<file path="src/rtl/verificador_except.sv">
// Exception/interrupt checker for the rv32i core: decodes the current instruction,
// fetch/data addresses and mstatus/mip into one registered trap decision plus mcause.
// Latency: one cycle (inputs at edge N show on outputs after edge N); no backpressure, recomputed every cycle.
module verificador_except #(
  parameter logic [15:0] ROM_LIMIT = 16'h1000,
  parameter logic [15:0] RAM_LIMIT = 16'h1000
) (
  input  logic        clk,
  input  logic        rst_n,
  input  logic [31:0] mstatus,
  input  logic [31:0] mip,
  input  logic [15:0] addr_rom,
  input  logic [15:0] addr_ram,
  input  logic [31:0] instr,
  output logic        exception,
  output logic        interrup,
  output logic [31:0] excep_info
);

  localparam logic [6:0] OP_R      = 7'b0110011;
  localparam logic [6:0] OP_I      = 7'b0010011;
  localparam logic [6:0] OP_LOAD   = 7'b0000011;
  localparam logic [6:0] OP_STORE  = 7'b0100011;
  localparam logic [6:0] OP_BRANCH = 7'b1100011;
  localparam logic [6:0] OP_JALR   = 7'b1100111;
  localparam logic [6:0] OP_JAL    = 7'b1101111;
  localparam logic [6:0] OP_LUI    = 7'b0110111;
  localparam logic [6:0] OP_AUIPC  = 7'b0010111;
  localparam logic [6:0] OP_SYSTEM = 7'b1110011;

  localparam logic [31:0] INSTR_ECALL  = 32'h0000_0073;
  localparam logic [31:0] INSTR_EBREAK = 32'h0010_0073;
  localparam logic [31:0] INSTR_MRET   = 32'h3020_0073;

  logic [6:0] opcode;
  logic [2:0] funct3;
  logic [6:0] funct7;
  assign opcode = instr[6:0];
  assign funct3 = instr[14:12];
  assign funct7 = instr[31:25];

  logic        exception_q, exception_d;
  logic        interrup_q,  interrup_d;
  logic [31:0] excep_info_q, excep_info_d;

  logic        legal;
  logic        is_load, is_store;
  logic        mem_misaligned;
  logic        irq_pending;
  logic [4:0]  irq_cause;

  // Opcode/funct legality table; anything not listed below is an illegal instruction.
  always_comb begin
    legal = 1'b0;
    unique case (opcode)
      OP_R:      legal = (funct7 == 7'b0000000) ||
                         ((funct7 == 7'b0100000) && ((funct3 == 3'b000) || (funct3 == 3'b101)));
      OP_I: begin
        if (funct3 == 3'b001)      legal = (funct7 == 7'b0000000);
        else if (funct3 == 3'b101) legal = (funct7 == 7'b0000000) || (funct7 == 7'b0100000);
        else                       legal = 1'b1;
      end
      OP_LOAD:   legal = (funct3 != 3'b011) && (funct3 != 3'b110) && (funct3 != 3'b111);
      OP_STORE:  legal = (funct3 == 3'b000) || (funct3 == 3'b001) || (funct3 == 3'b010);
      OP_BRANCH: legal = (funct3 != 3'b010) && (funct3 != 3'b011);
      OP_JALR:   legal = (funct3 == 3'b000);
      OP_JAL, OP_LUI, OP_AUIPC: legal = 1'b1;
      // funct3 000 carries only ecall/ebreak/mret; 100 is unused; the rest are CSR ops.
      OP_SYSTEM: legal = (instr == INSTR_ECALL) || (instr == INSTR_EBREAK) || (instr == INSTR_MRET) ||
                         ((funct3 != 3'b000) && (funct3 != 3'b100));
      default:   legal = 1'b0;
    endcase
  end

  // Data-side checks apply only to legal loads/stores; funct3[1:0] gives the access size.
  always_comb begin
    is_load        = legal && (opcode == OP_LOAD);
    is_store       = legal && (opcode == OP_STORE);
    mem_misaligned = ((funct3[1:0] == 2'b01) && addr_ram[0]) ||
                     ((funct3[1:0] == 2'b10) && (addr_ram[1:0] != 2'b00));
  end

  // Interrupt pending and cause: MEIP over MSIP over MTIP.
  always_comb begin
    irq_pending = mstatus[3] & (mip[11] | mip[7] | mip[3]);
    if (mip[11])     irq_cause = 5'd11;
    else if (mip[3]) irq_cause = 5'd3;
    else             irq_cause = 5'd7;
  end

  // Prioritised trap decision; any exception masks the interrupt for this cycle.
  always_comb begin
    exception_d  = 1'b1;
    interrup_d   = 1'b0;
    excep_info_d = 32'd0;
    if (addr_rom >= ROM_LIMIT)                      excep_info_d = 32'd1;
    else if (addr_rom[1:0] != 2'b00)                excep_info_d = 32'd0;
    else if (!legal)                                excep_info_d = 32'd2;
    else if (instr == INSTR_EBREAK)                 excep_info_d = 32'd3;
    else if (instr == INSTR_ECALL)                  excep_info_d = 32'd11;
    else if (is_load && mem_misaligned)             excep_info_d = 32'd4;
    else if (is_store && mem_misaligned)            excep_info_d = 32'd6;
    else if (is_load && (addr_ram >= RAM_LIMIT))    excep_info_d = 32'd5;
    else if (is_store && (addr_ram >= RAM_LIMIT))   excep_info_d = 32'd7;
    else begin
      exception_d = 1'b0;
      if (irq_pending) begin
        interrup_d   = 1'b1;
        excep_info_d = {1'b1, 26'd0, irq_cause};
      end
    end
  end

  // Output register; reset clears the decision immediately.
  always_ff @(posedge clk or negedge rst_n) begin
    if (!rst_n) begin
      exception_q  <= 1'b0;
      interrup_q   <= 1'b0;
      excep_info_q <= 32'd0;
    end else begin
      exception_q  <= exception_d;
      interrup_q   <= interrup_d;
      excep_info_q <= excep_info_d;
    end
  end

  assign exception  = exception_q;
  assign interrup   = interrup_q;
  assign excep_info = excep_info_q;

endmodule

</file>
<file path="config.mk">
export PLATFORM = sky130hd
export DESIGN_NAME = verificador_except
export DESIGN_NICKNAME = d
export VERILOG_FILES = /design/src/rtl/verificador_except.sv
export SDC_FILE = /design/constraint.sdc
export NUM_CORES = 1
export LEC_CHECK = 0
export BUFFER_PORTS_ARGS = -buffer_cell sky130_fd_sc_hd__buf_2
export CAP_MARGIN = 5
export CORE_AREA = 2 2 69 58
export DETAILED_ROUTE_END_ITERATION = 10
export DIE_AREA = 0 0 71 60
export PLACE_DENSITY = 0.89
export SLEW_MARGIN = 20
export SYNTH_ARGS = -nofsm -noshare
export SYNTH_HDL_FRONTEND = slang
export SYNTH_SLANG_ARGS = --single-unit
</file>
<file path="constraint.sdc">
create_clock -name clk -period 0.8 [get_ports clk]
set_input_delay 0.16 -clock clk [delete_from_list [all_inputs] [get_ports clk]]
set_output_delay 0.16 -clock clk [all_outputs]
set_load 0.03 [all_outputs]
</file>
# Yosys cells after proc, flatten, opt, wreduce, memory -nomap -nowiden
# Index checks and enable logic that the tools add are counted.
# word_totals
regBits	34
inputBits	130
out_inout_bits	34
elab_cells	94
# classes
order_cmp	2
eq_ne	24
muxes	34
bitwise_logic	3
reduce_logical	28
# ops
operator	n
2-to-1 mux 32 bit	10
equality test 32 x 21 -> 1 bit, second input constant	1
equality test 32 x 30 -> 1 bit, second input constant	1
equality test 32 x 7 -> 1 bit, second input constant	1
greater-or-equal comparator 16 x 13 -> 1 bit, second input constant	2
equality test 7 x 6 -> 1 bit, second input constant	4
equality test 7 bit, second input constant	4
2-to-1 mux 1 bit	21
equality test 7 x 5 -> 1 bit, second input constant	2
logical AND 1 bit	13
logical OR 1 bit	9
inequality test 3 bit, second input constant	3
one-hot mux 1 bit (8 select lines)	1
equality test 7 x 2 -> 1 bit, second input constant	1
logical NOT 7 bit	1
inequality test 3 x 2 -> 1 bit, second input constant	2
2-to-1 mux 4 bit	1
nonzero test 2 bit	2
equality test 3 x 1 -> 1 bit, second input constant	1
equality test 3 x 2 -> 1 bit, second input constant	1
equality test 3 bit, second input constant	1
logical NOT 3 bit	1
2-to-1 mux 3 bit	1
nonzero test 3 bit	1
other kinds (5)	6

# Depth between registers and ports, before layout
# Gate-level depths: netlist (run 1).
# logic_depth
ltp_word	16
depth_mapped	5
ltp_nobuf	5

# Least setup slack after synthesis (run 1)
# OpenSTA, ideal clock, no wires.
# synth_timing
path_type	input-to-reg
startpoint	input instr[3]
endpoint	register exception_q, in the netlist exception
setup_ns	0.131
arrival_time_ns	1.398
t_required_ns	0.669
slack_ns	-0.729
cell_stages	5
n_path_buf	0
path_cell_list	and4bb_2 -> nand4_4 -> nor4_4 -> a211oi_2 -> or3_1
# synth_via
elab_chain_len	16
word_cells_on_any_way	33
classes_between	eq/ne: 13; mux: 10; reduce/logical: 10
# synth_lines
element	line_no	source
start: declaration	14	input logic [31:0] instr,
equality test 32 x 7 -> 1 bit / equality test 32 x 21 -> 1 bit (equally long branches)	69, 100, 99	
logical OR 1 bit (3 in a row)	69	OP_SYSTEM: legal = (instr == INSTR_ECALL) || (instr == INSTR_EBREAK) || (instr == INSTR_MRET) ||
one-hot mux 1 bit (8 select lines)	55	unique case (opcode)
logical AND 1 bit	78	is_store = legal && (opcode == OP_STORE);
logical AND 1 bit	104	else if (is_store && (addr_ram >= RAM_LIMIT)) excep_info_d = 32'd7;
2-to-1 mux 1 bit	104	
2-to-1 mux 1 bit	103	else if (is_load && (addr_ram >= RAM_LIMIT)) excep_info_d = 32'd5;
2-to-1 mux 1 bit	102	else if (is_store && mem_misaligned) excep_info_d = 32'd6;
2-to-1 mux 1 bit	101	else if (is_load && mem_misaligned) excep_info_d = 32'd4;
2-to-1 mux 1 bit	100	else if (instr == INSTR_ECALL) excep_info_d = 32'd11;
2-to-1 mux 1 bit	99	else if (instr == INSTR_EBREAK) excep_info_d = 32'd3;
2-to-1 mux 1 bit *	98	else if (!legal) excep_info_d = 32'd2;
2-to-1 mux 1 bit *	97	else if (addr_rom[1:0] != 2'b00) excep_info_d = 32'd0;
2-to-1 mux 1 bit *	96	if (addr_rom >= ROM_LIMIT) excep_info_d = 32'd1;
via exception_d	42	logic exception_q, exception_d;
end signal: assignment	121	exception_q <= exception_d;
end: declaration	42	
# The timed path passes the listed nets; every way through them passes the cells marked *.

# Final worst setup path (run 1)
# layout_timing
startpoint	input addr_ram[13]
endpoint	register exception_q, in the netlist exception
# layout_via
elab_chain_len	11
word_cells_on_any_way	12
classes_between	order compare: 1; mux: 9; reduce/logical: 2
# layout_lines
element	line_no	source
start: declaration	13	input logic [15:0] addr_ram,
greater-or-equal comparator 16 x 13 -> 1 bit *	103, 104	
logical AND 1 bit	104	
2-to-1 mux 1 bit	104	
2-to-1 mux 1 bit *	103	
2-to-1 mux 1 bit *	102	
2-to-1 mux 1 bit *	101	
2-to-1 mux 1 bit *	100	
2-to-1 mux 1 bit *	99	
2-to-1 mux 1 bit *	98	
2-to-1 mux 1 bit *	97	
2-to-1 mux 1 bit *	96	
via exception_d	42	
# Marks and branches as above.

==> results of run 1 <==
[path summary, 6_finish.rpt]
kind / start / endpoint / slack [ps] / depth (start not counted)
setup / recovery: addr_ram[13] / exception$_DFF_PN0_ / -610 / 5
hold / removal: addr_rom[1] / excep_info[0]$_DFF_PN0_ / 230 / 3
max in group asynchronous: rst_n / interrup$_DFF_PN0_ / 360 / 2
min in group asynchronous: rst_n / exception$_DFF_PN0_ / 290 / 2
[logic make-up after synthesis]
family,Yosys count
simple gates,41
buf+inv,32
compound gates,21
flops,6
mux,1
other cells,1
[flip-flops by register name (all words and copies together) (netlist names)]
register and flops:
excep_info 4, exception 1, interrup 1
[cells in the final DEF, fill, tap and decap left out, types with 2 or more instances in the layout]
cell type and instances:
nand2b_1 3, buf_4 28, o21ai_0 3, nand2_1 4, a211oi_2 2, buf_2 41, dfrtp_1 5, nor4_4 5
nor2_1 4, clkbuf_8 3, inv_1 4, nor4_2 3, nor2b_4 2, buf_6 16, conb_1 27, o31a_1 2
nor3_1 2, nor4_1 2
[power breakdown]
part	switching (mW)	internal, mW
clock	0.143	0.344
sequential	0.000863	0.307
combinational	0.364	0.260
[layout make-up]
type	count	area [um2]	area share [%]
Clock buffer	4	45.0	2.81
Tap cell	44	55.1	3.43
Inverter	4	15.0	0.935
Sequential cell	6	151	9.43
Multi-Input combinational cell	90	733	45.7
Timing Repair Buffer	86	606	37.7
[through the flow]
| step | worst slack (ps) | cell area, um2 | power [mW] | hold slack (ps) |
|---|---|---|---|---|
| final | -611 | 1610 | 1.42 | 225 |
| after floorplan | -656 | 1050 | 0.691 | -136 |
| after global routing | -676 | 1610 | 1.50 | 239 |
| after CTS | -601 | 1520 | 1.39 | 226 |
| after global placement | -826 | 1360 | 0.859 | -15.8 |
| after detailed placement | -871 | 1360 | 0.868 | -12.1 |
[repair_timing]
item / in CTS / in global routing
setup endpoints to repair: 13 / 13
endpoints found under the hold margin: 6 / 0
setup buffers: 0 / 4
hold buffers: 1 / 0
resized for setup: 25 / 11
pin swaps: 10 / 8
[layer usage]
metal  track usage, %  routed length (um)  vias up
li1                 -                   -      509
met1             15.0                 999      461
met2             20.8                1350       56
met3             2.36                 241        4
met4             4.85                  42        0
met5                0                   0        -
[worst max-delay path, stage by stage]
cell,delay (ps)
buf_6,90
or4_4,550
o211ai_4,280
nand2_1,80
or3_1,360
==> summary.md, run 1 <==
| Metric | Value |
|---|---|
| Post-synth ARST share | 100% |
| IO Count | around 160 |
| Pin count of the biggest net entering global routing | 7 |
| Pins Over Slew Limit | 0 |
| # clock sinks | 6 |
| Max Root-Sink Buffers | 2 |
| Sequential share of the synthesized area | 16.8% |
| H-tree depth | 1 |
| Failing checks | negative setup slack |
| Worst Setup End Kind | flop |
| Placed cell count | roughly 230 |
| GRT overflow | 0 |
| CP Launch Type | input pin |
| Compound-cell area share of the yosys netlist | between 10% and 20% |
| XOR/XNOR Fraction of Synth Area | 0% |
| Critical path data arrival time | roughly 1500 ps |
| Die width | about 71 um |
| Final hold violations | 0 |
| Leak | 0.773 nW |
| Global-route wire length before repair | ~4000 um |
| Most frequent cell after synthesis | buf_4 |
| Setup Crit Path Kind | in2reg |
| Post-synth top flop | dfrtp_1 |
| Detail Route Antenna Nets | 0 |
| Largest family of logic cells by synthesized area | simple AND/OR/NAND/NOR gates |
| Fraction of synthesized area in multiplexers | around 1.1% |
| Routed WL | about 2600 um |
| Iter 0 DRT Violations | 49 |
| Setup Viol. Count Final | 13 |
| Max-cap viol count | 0 |
| CTS buffer count | 3 |
| Initial Util | 24.7% |
| Detailed Routing Iterations Pass 1 | 4 |
| Synth-to-layout area growth | 79.2% |
| Flops & latches, synth | 6 |
| Initial antenna violation count | 0 |
| Maximum VDD drop | between 0.3 and 0.4 mV |
| N_diodes | 0 |
| Cell area after synthesis | approximately 900 um2 |
| Total core area | ~3600 um2 |
| Filler cell count | between 300 and 400 |
| Post-route core utilization | approximately 44% |
| Post-Syn Instances | roughly 100 |
| Setup TNS | -4100 ps |
| CTS tree | built |
| Vias in the first global route | around 940 |
| GRT Util Overall | approximately an eighth |
| CTS Root Cell | clkbuf_8 |
| Final nets | 321 |
| Synth Area in Simple Gates | a little under two fifths |
| Period utilization | 176% |
| Total number of vias | slightly above 1000 |
| Hpwl dp | about 2200 um |
| RSZ-0062 raised after global routing | yes |
| CP required | roughly 900 ps |
| DR vias/cell | 4.40 |
| Die Area | between 4000 and 5000 um2 |
| Synth top area share | about a quarter |
| HP Class | in2reg |
| Top cells by area, synth | buf_4, dfrtp_1, nor4_4, nor4_1, o21ai_0 |
| Rows | 20 |
| Number of synthesized flops with an enable pin | 0 |
| Layout cells sized above 1 | between 60% and 70% |
| Outcome | complete, but fails checks |
| Fmax achieved | slightly above 700 MHz |
| Synthesized area per cell | 8.78 um2 |
| Die H | about 60 um |
| Yosys cell types | 44 |
| Largest area contributor in the netlist | buf_4 |
| Final worst-path setup slack | -611 ps |
| Yosys Warn Count | 0 |
| Adder-cell share of the synthesized area | 0% |
| Clk pin slew, worst setup/hold paths | ~40 ps |
| Pwr per Cell Area | between 800 and 900 nW/um2 |
| DRC errors left | 0 |
| Min Tclk post-route | around 1400 ps |
| Critical path peak fanout | 5 |
| Post-synth top cells | buf_4, dfrtp_1, nor4_1 |
| Drt wl/cell | 11.3 um |
| Finished Layout Cells | 234 |
| Routability congestion estimate | 0.826 |
| Port Buf Inserts | 56 |
Note: power is estimated with default switching activity, not from simulation.
==> run 2: changes to the inputs <==
--- a/config.mk
+++ b/config.mk
@@ -11,6 +11,7 @@
 export DETAILED_ROUTE_END_ITERATION = 10
 export DIE_AREA = 0 0 71 60
 export PLACE_DENSITY = 0.89
+export SETUP_SLACK_MARGIN = 0.1
 export SLEW_MARGIN = 20
 export SYNTH_ARGS = -nofsm -noshare
 export SYNTH_HDL_FRONTEND = slang
==> constraint.sdc (replaced) <==
create_clock -name clk -period 0.8 [get_ports clk]
set_input_delay 0.04 -clock clk [delete_from_list [all_inputs] [get_ports clk]]
set_output_delay 0.04 -clock clk [all_outputs]
set_load 0.03 [all_outputs]
==> run 2 against run 1 <==
- the flow still finishes with violations (negative setup slack)
- routed wire length decreased by 4.4%
- non-clock buffer count up 1
- clock power shrank 3%
- die area unchanged
- utilization rose by 0.55 points
- hold slack worse by 110 ps
- setup slack better by 140 ps
- sequential power about the same
- sequential share of layout area shrank 0.12 points
- global-route usage fell by 0.52 points
- cell count increased by 0.43%
- largest power group unchanged
- highest routed layer unchanged
==> summary.md, run 2 (synthesized netlist as in run 1, its figures left out) <==
| Metric | Value |
|---|---|
| Outcome | complete, but fails checks |
| Failing checks | negative setup slack |
| Max Root-Sink Buffers | 2 (unchanged) |
| Fmax achieved | 790 MHz (+11%) |
| Buf+Inv Stages, Crit Path | 1 (unchanged) |
| N_diodes | 0 (unchanged) |
| Detailed Routing Iterations Pass 1 | 4 (unchanged) |
| Worst hold slack | 111 ps (-114 ps) |
| GRT Util Overall | 11.6% (-0.52 points) |
| Initial Util | 24.7% (unchanged) |
| Filler cell count | 344 (-5.0%) |
| Worst Setup End Kind | flop |
| Finished Layout Cells | 235 (+0.43%) |
| Period utilization | 158% (-18 points) |
| Multi-input gate area | 736 um2 (+0.34%) |
| Total core area | 3630 um2 (unchanged) |
| DP Area | 1370 um2 (+1.1%) |
| Maximum VDD drop | 0.420 mV (+28%) |
| CP required | 890 ps (about the same) |
| # clock sinks | 6 (unchanged) |
| DR vias/cell | 4.32 (-1.8%) |
| Final Cell Area | 1630 um2 (+1.2%) |
| IO Count | 164 (unchanged) |
| Crit-path slowest cell | or4_4 |
| Setup Viol. Count Final | 8 (-5) |
| Max-cap viol count | 0 (unchanged) |
| Rows | 20 (unchanged) |
| CTS buffer count | 3 (unchanged) |
| RSZ-0062 raised after global routing | yes |
| Final total power | 1.41 mW (-0.30%) |
| HP Class | in2reg |
| Final hold violations | 0 (unchanged) |
| Post-route core utilization | 44.8% (+0.55 points) |
| Setup TNS | -2610 ps (+1490 ps) |
| CTS Root Cell | clkbuf_8 |
| Placed cell count | 227 (+0.89%) |
| Clk pin slew, worst setup/hold paths | 40 ps (about the same) |
| Die width | 71 um (unchanged) |
| DRC errors left | 0 (unchanged) |
| Largest register FFs | 4 (unchanged) |
| Pins Over Slew Limit | 0 (unchanged) |
| Iter 0 DRT Violations | 38 (-22%) |
| GRT overflow | 0 (unchanged) |
| Hpwl dp | 2100 um (-2.7%) |
| Port Buf Inserts | 56 (unchanged) |
| Sequential Area | 151 um2 (unchanged) |
| Vias in the first global route | 944 (+0.96%) |
| Final worst-path setup slack | -466 ps (+145 ps) |
| Pre-CTS setup slack | -733 ps (+138 ps) |
| CTS tree | built |
| Leak | 0.781 nW (+1.0%) |
| Most frequent cells in the layout | buf_2, buf_4, conb_1 |
| Initial antenna violation count | 0 (unchanged) |
| H-tree depth | 1 (unchanged) |
| Layout cells sized above 1 | 60.2% (-0.32 points) |
| Slowest stage delay, CP | 540 ps (about the same) |
| Critical path data arrival time | 1360 ps (-150 ps) |
| Min Tclk post-route | 1270 ps (-145 ps) |
| CP Launch Type | input pin |
| Pwr per Cell Area | 870 nW/um2 (-1.5%) |
| Die H | 60 um (unchanged) |
| Detail Route Antenna Nets | 0 (unchanged) |
| Synth-to-layout area growth | 81.4% |
| Top Family by Delay on Critical Path | simple AND/OR/NAND/NOR gates |
| CP cell instances | buf_6 > or4_4 > o211ai_4 > nand2_1 > or3_1 |
| Critical path peak fanout | 5 (unchanged) |
| Final nets | 322 (+0.31%) |
| Drt wl/cell | 10.7 um (-4.8%) |
| Global-route wire length before repair | 3910 um (-3.4%) |
| Setup Crit Path Kind | in2reg |
| Die Area | 4260 um2 (unchanged) |
| Routability congestion estimate | 0.815 (-1.4%) |
| Total number of vias | 1016 (-1.4%) |
| Routed WL | 2520 um (-4.4%) |
| Most common cell after layout, fill and taps aside | buf_2 |
| Pin count of the biggest net entering global routing | 7 (unchanged) |
## run 2: cell count changes in the layout (fill, tap and decap cells not counted), sizes merged
| cell | delta |
|---|---|
| buf | +1 |
## run 2: worst min-delay path: cells and delay by family
| family | cells | cell delay [ps] |
|---|---|---|
| AO/OA/AOI/OAI | 1 | 60 |
| buffers and inverters | 2 | 190 |
## run 2: repair_timing
| action | in CTS | in global routing |
|---|---|---|
| hold endpoints to repair | 6 | 0 |
| hold buffers | 1 | 0 |
| pin swaps | 17 | 5 |
| endpoints found under the setup margin | 13 | 13 |
| resized for setup | 34 | 4 |
| setup buffers | 3 | 0 |
## run 2: final timing paths
check | startpoint | endpoint | depth (start not counted)
setup / recovery | addr_ram[13] | exception$_DFF_PN0_ | 5
hold / removal | addr_rom[0] | excep_info[0]$_DFF_PN0_ | 3
max in group asynchronous | rst_n | interrup$_DFF_PN0_ | 2
min in group asynchronous | rst_n | excep_info[0]$_DFF_PN0_ | 2
## run 2: layout make-up
class                           count  share of cell area (%)
Multi-Input combinational cell     90                    45.3
Tap cell                           44                    3.39
Inverter                            4                   0.924
Clock buffer                        4                    2.77
Timing Repair Buffer               87                    38.3
Sequential cell                     6                    9.31
## run 2: power breakdown
group / internal [mW] / switching, mW
clock: 0.343 / 0.130
sequential: 0.307 / 0.000855
combinational: 0.268 / 0.365
## run 2: layer usage
| layer | track usage, % | routed length (um) | share of wire, % | up-vias |
|---|---|---|---|---|
| li1 | - | - | - | 511 |
| met1 | 13.3 | 981 | 39 | 456 |
| met2 | 21.9 | 1320 | 52 | 45 |
| met3 | 1.85 | 185 | 7.3 | 4 |
| met4 | 4.04 | 31 | 1.2 | 0 |
| met5 | 0 | 0 | 0 | - |
==> run 3: changes to the inputs <==
--- a/config.mk
+++ b/config.mk
@@ -5,12 +5,12 @@
 export SDC_FILE = /design/constraint.sdc
 export NUM_CORES = 1
 export LEC_CHECK = 0
-export BUFFER_PORTS_ARGS = -buffer_cell sky130_fd_sc_hd__buf_2
 export CAP_MARGIN = 5
-export CORE_AREA = 2 2 69 58
+export CORE_AREA = 2 2 64 66
 export DETAILED_ROUTE_END_ITERATION = 10
-export DIE_AREA = 0 0 71 60
-export PLACE_DENSITY = 0.89
+export DIE_AREA = 0 0 66 68
+export DONT_BUFFER_PORTS = 1
+export PLACE_DENSITY = 0.48
 export SETUP_SLACK_MARGIN = 0.1
 export SLEW_MARGIN = 20
 export SYNTH_ARGS = -nofsm -noshare
==> run 3 against run 2 <==
- the flow finishes with violations (negative hold slack, negative setup slack)
- setup slack better by 97 ps
- critical path depth unchanged
- via count down 22%
- cell count is 27% lower
- critical endpoint unchanged
- largest cell class unchanged
==> summary.md, run 3 (synthesized netlist as in run 1, its figures left out) <==
| Metric | Value |
|---|---|
| Outcome | complete, but fails checks |
| Failing checks | negative hold slack, negative setup slack |
| Global-route wire length before repair | 3280 um (-16%) |
| Hpwl dp | 1900 um (-9.6%) |
| Sw frac | 33.7% (-1.4 points) |
| Worst hold path cell count | 1 (-2) |
| Pre-CTS setup slack | -620 ps (+113 ps) |
| HP Class | in2reg |
| Rows | 23 (+15%) |
| Detailed Routing Iterations Pass 1 | 4 (unchanged) |
| Comb pwr share | 31.7% (-13 points) |
| Port Buf Inserts | 0 (-100%) |
| Max Root-Sink Buffers | 2 (unchanged) |
| NetSw | 388 uW (-22%) |
| Final total power | 1.15 mW (-19%) |
| Pwr per Cell Area | 970 nW/um2 (+11%) |
| Maximum VDD drop | 0.256 mV (-39%) |
| Initial antenna violation count | 0 (unchanged) |
| Pins Over Slew Limit | 0 (unchanged) |
| Critical path peak fanout | 4 (-1) |
| Die Area | 4490 um2 (+5.4%) |
| Max-cap viol count | 0 (unchanged) |
| Synth-to-layout area growth | 32.4% |
| Routability congestion estimate | 0.825 (+1.3%) |
| N_diodes | 0 (unchanged) |
| RSZ-0062 raised after global routing | yes |
| Leak | 0.466 nW (-40%) |
| Initial Util | 23.2% (-1.5 points) |
| Drt wl/cell | 13.4 um (+25%) |
| CTS tree | built |
| Layout cells sized above 1 | 43.4% (-17 points) |
| Clock share of power | 41.2% (+7.8 points) |
| Routed WL | 2300 um (-8.8%) |
| Setup Crit Path Kind | in2reg |
| # clock sinks | 6 (unchanged) |
| H-tree depth | 1 (unchanged) |
| Worst Setup End Kind | flop |
| Detail Route Antenna Nets | 0 (unchanged) |
| CTS buffer count | 3 (unchanged) |
| Pin count of the biggest net entering global routing | 9 (+2) |
| CTS Root Cell | clkbuf_8 |
| DR vias/cell | 4.60 (+6.5%) |
| CP required | 890 ps (about the same) |
| Min Tclk post-route | 1170 ps (-97.0 ps) |
| IO Count | 164 (unchanged) |
| Die width | 66 um (-7.0%) |
| Die H | 68 um (+13%) |
| DRC errors left | 0 (unchanged) |
| Largest register FFs | 4 (unchanged) |
| Critical Path Start | instr[2] |
| Iter 0 DRT Violations | 32 (-16%) |
| Fmax achieved | 855 MHz (+8.3%) |
| Hold_buf cts | 1 (unchanged) |
| Total number of vias | 792 (-22%) |
| Setup Viol. Count Final | 8 (unchanged) |
| Hold Path Origin | addr_rom[0] |
| Most frequent cells in the layout | conb_1, buf_4, nor4_4, dfrtp_2 |
| Final worst-path setup slack | -369 ps (+97.0 ps) |
| Total core area | 3860 um2 (+6.3%) |
| Flop pwr share | 27.1% (+5.3 points) |
| Period utilization | 146% (-12 points) |
| Clk pin slew, worst setup/hold paths | 30 ps (about the same) |
| Vias in the first global route | 681 (-28%) |
| Hold Crit Endpoint | excep_info[0]$_DFF_PN0_ |
| Internal power | 762 uW (-17%) |
| Final nets | 253 (-21%) |
| Most common cell after layout, fill and taps aside | conb_1 |
| CP Launch Type | input pin |
| Post-route core utilization | 30.8% (-14 points) |
| Critical path data arrival time | 1260 ps (-100 ps) |
| Final hold violations | 2 (+2) |
| GRT Util Overall | 9.35% (-2.2 points) |
| GRT overflow | 0 (unchanged) |
| Worst hold slack | -88.6 ps (-200 ps) |
[run 3: cell types whose count changed in the layout (fill, tap and decap cells not counted), moves of 5 or more]
cell | previous run | this run
buf_2 | 40 | 0
buf_4 | 28 | 13
buf_6 | 18 | 4
dfrtp_1 | 5 | 0
dfrtp_2 | 1 | 6
[run 3: what timing repair did]
action | CTS | global route
pin swaps | 3 | 3
setup buffers | 2 | 2
setup endpoints to repair | 13 | 13
gates resized for setup | 6 | 16
hold endpoints to repair | 8 | 1
cloned | 0 | 0
[run 3: area by class of cell]
type | instances | area, um2
fillers | 422 | 2670
well taps | 50 | 62.6
repair buffers | 18 | 153
inverters | 4 | 15.0
flip-flops and latches | 6 | 158
clock buffers | 4 | 45.0
multi-input cells | 90 | 753
[run 3: metal layers]
metal	share of wire (%)	GRT usage [%]	vias to the layer above
met4	0	3.06	0
met3	14	2.96	0
met2	50	16.7	61
li1	-	-	371
met1	35	10.6	360
met5	0	0	-
[run 3: worst max-delay path by stage]
| stage | end | slack [ps] | cells after the start |
|---|---|---|---|
| 3_3_place_gp | exception$_DFF_PN0_ | -580 | 5 |
| 3_5_place_dp | excep_info[1]$_DFF_PN0_ | -620 | 4 |
| 5_1_grt | excep_info[0]$_DFF_PN0_ | -480 | 6 |
| 4_1_cts | excep_info[0]$_DFF_PN0_ | -360 | 6 |
| 6_report | exception$_DFF_PN0_ | -370 | 5 |
| 2_1_floorplan | exception$_DFF_PN0_ | -540 | 5 |
[run 3: worst max-delay path, cell delays in order]
cell and delay, ps:
and4bb_2 330, nand4_4 140, o211ai_1 300, a211oi_4 80, or3_1 370
[run 3: through the flow]
step / instances / hold WS (ps) / TNS, ps / area [um2]
after floorplan: 128 / -256 / -2610 / 1040
after global placement: 163 / -255 / -3280 / 992
final: 172 / -88.6 / -1980 / 1190
after CTS: 170 / -86.5 / -1970 / 1090
after detailed placement: 163 / -255 / -3500 / 992
after global routing: 172 / -81.5 / -2570 / 1190
[run 3: power groups by stage]
stage	logic (mW)	clock network (mW)	registers, mW
floorplan	0.375	0	0.315
global placement	0.317	0	0.316
detailed placement	0.318	0	0.316
CTS	0.335	0.485	0.312
global route	0.390	0.505	0.312
finish	0.365	0.474	0.312
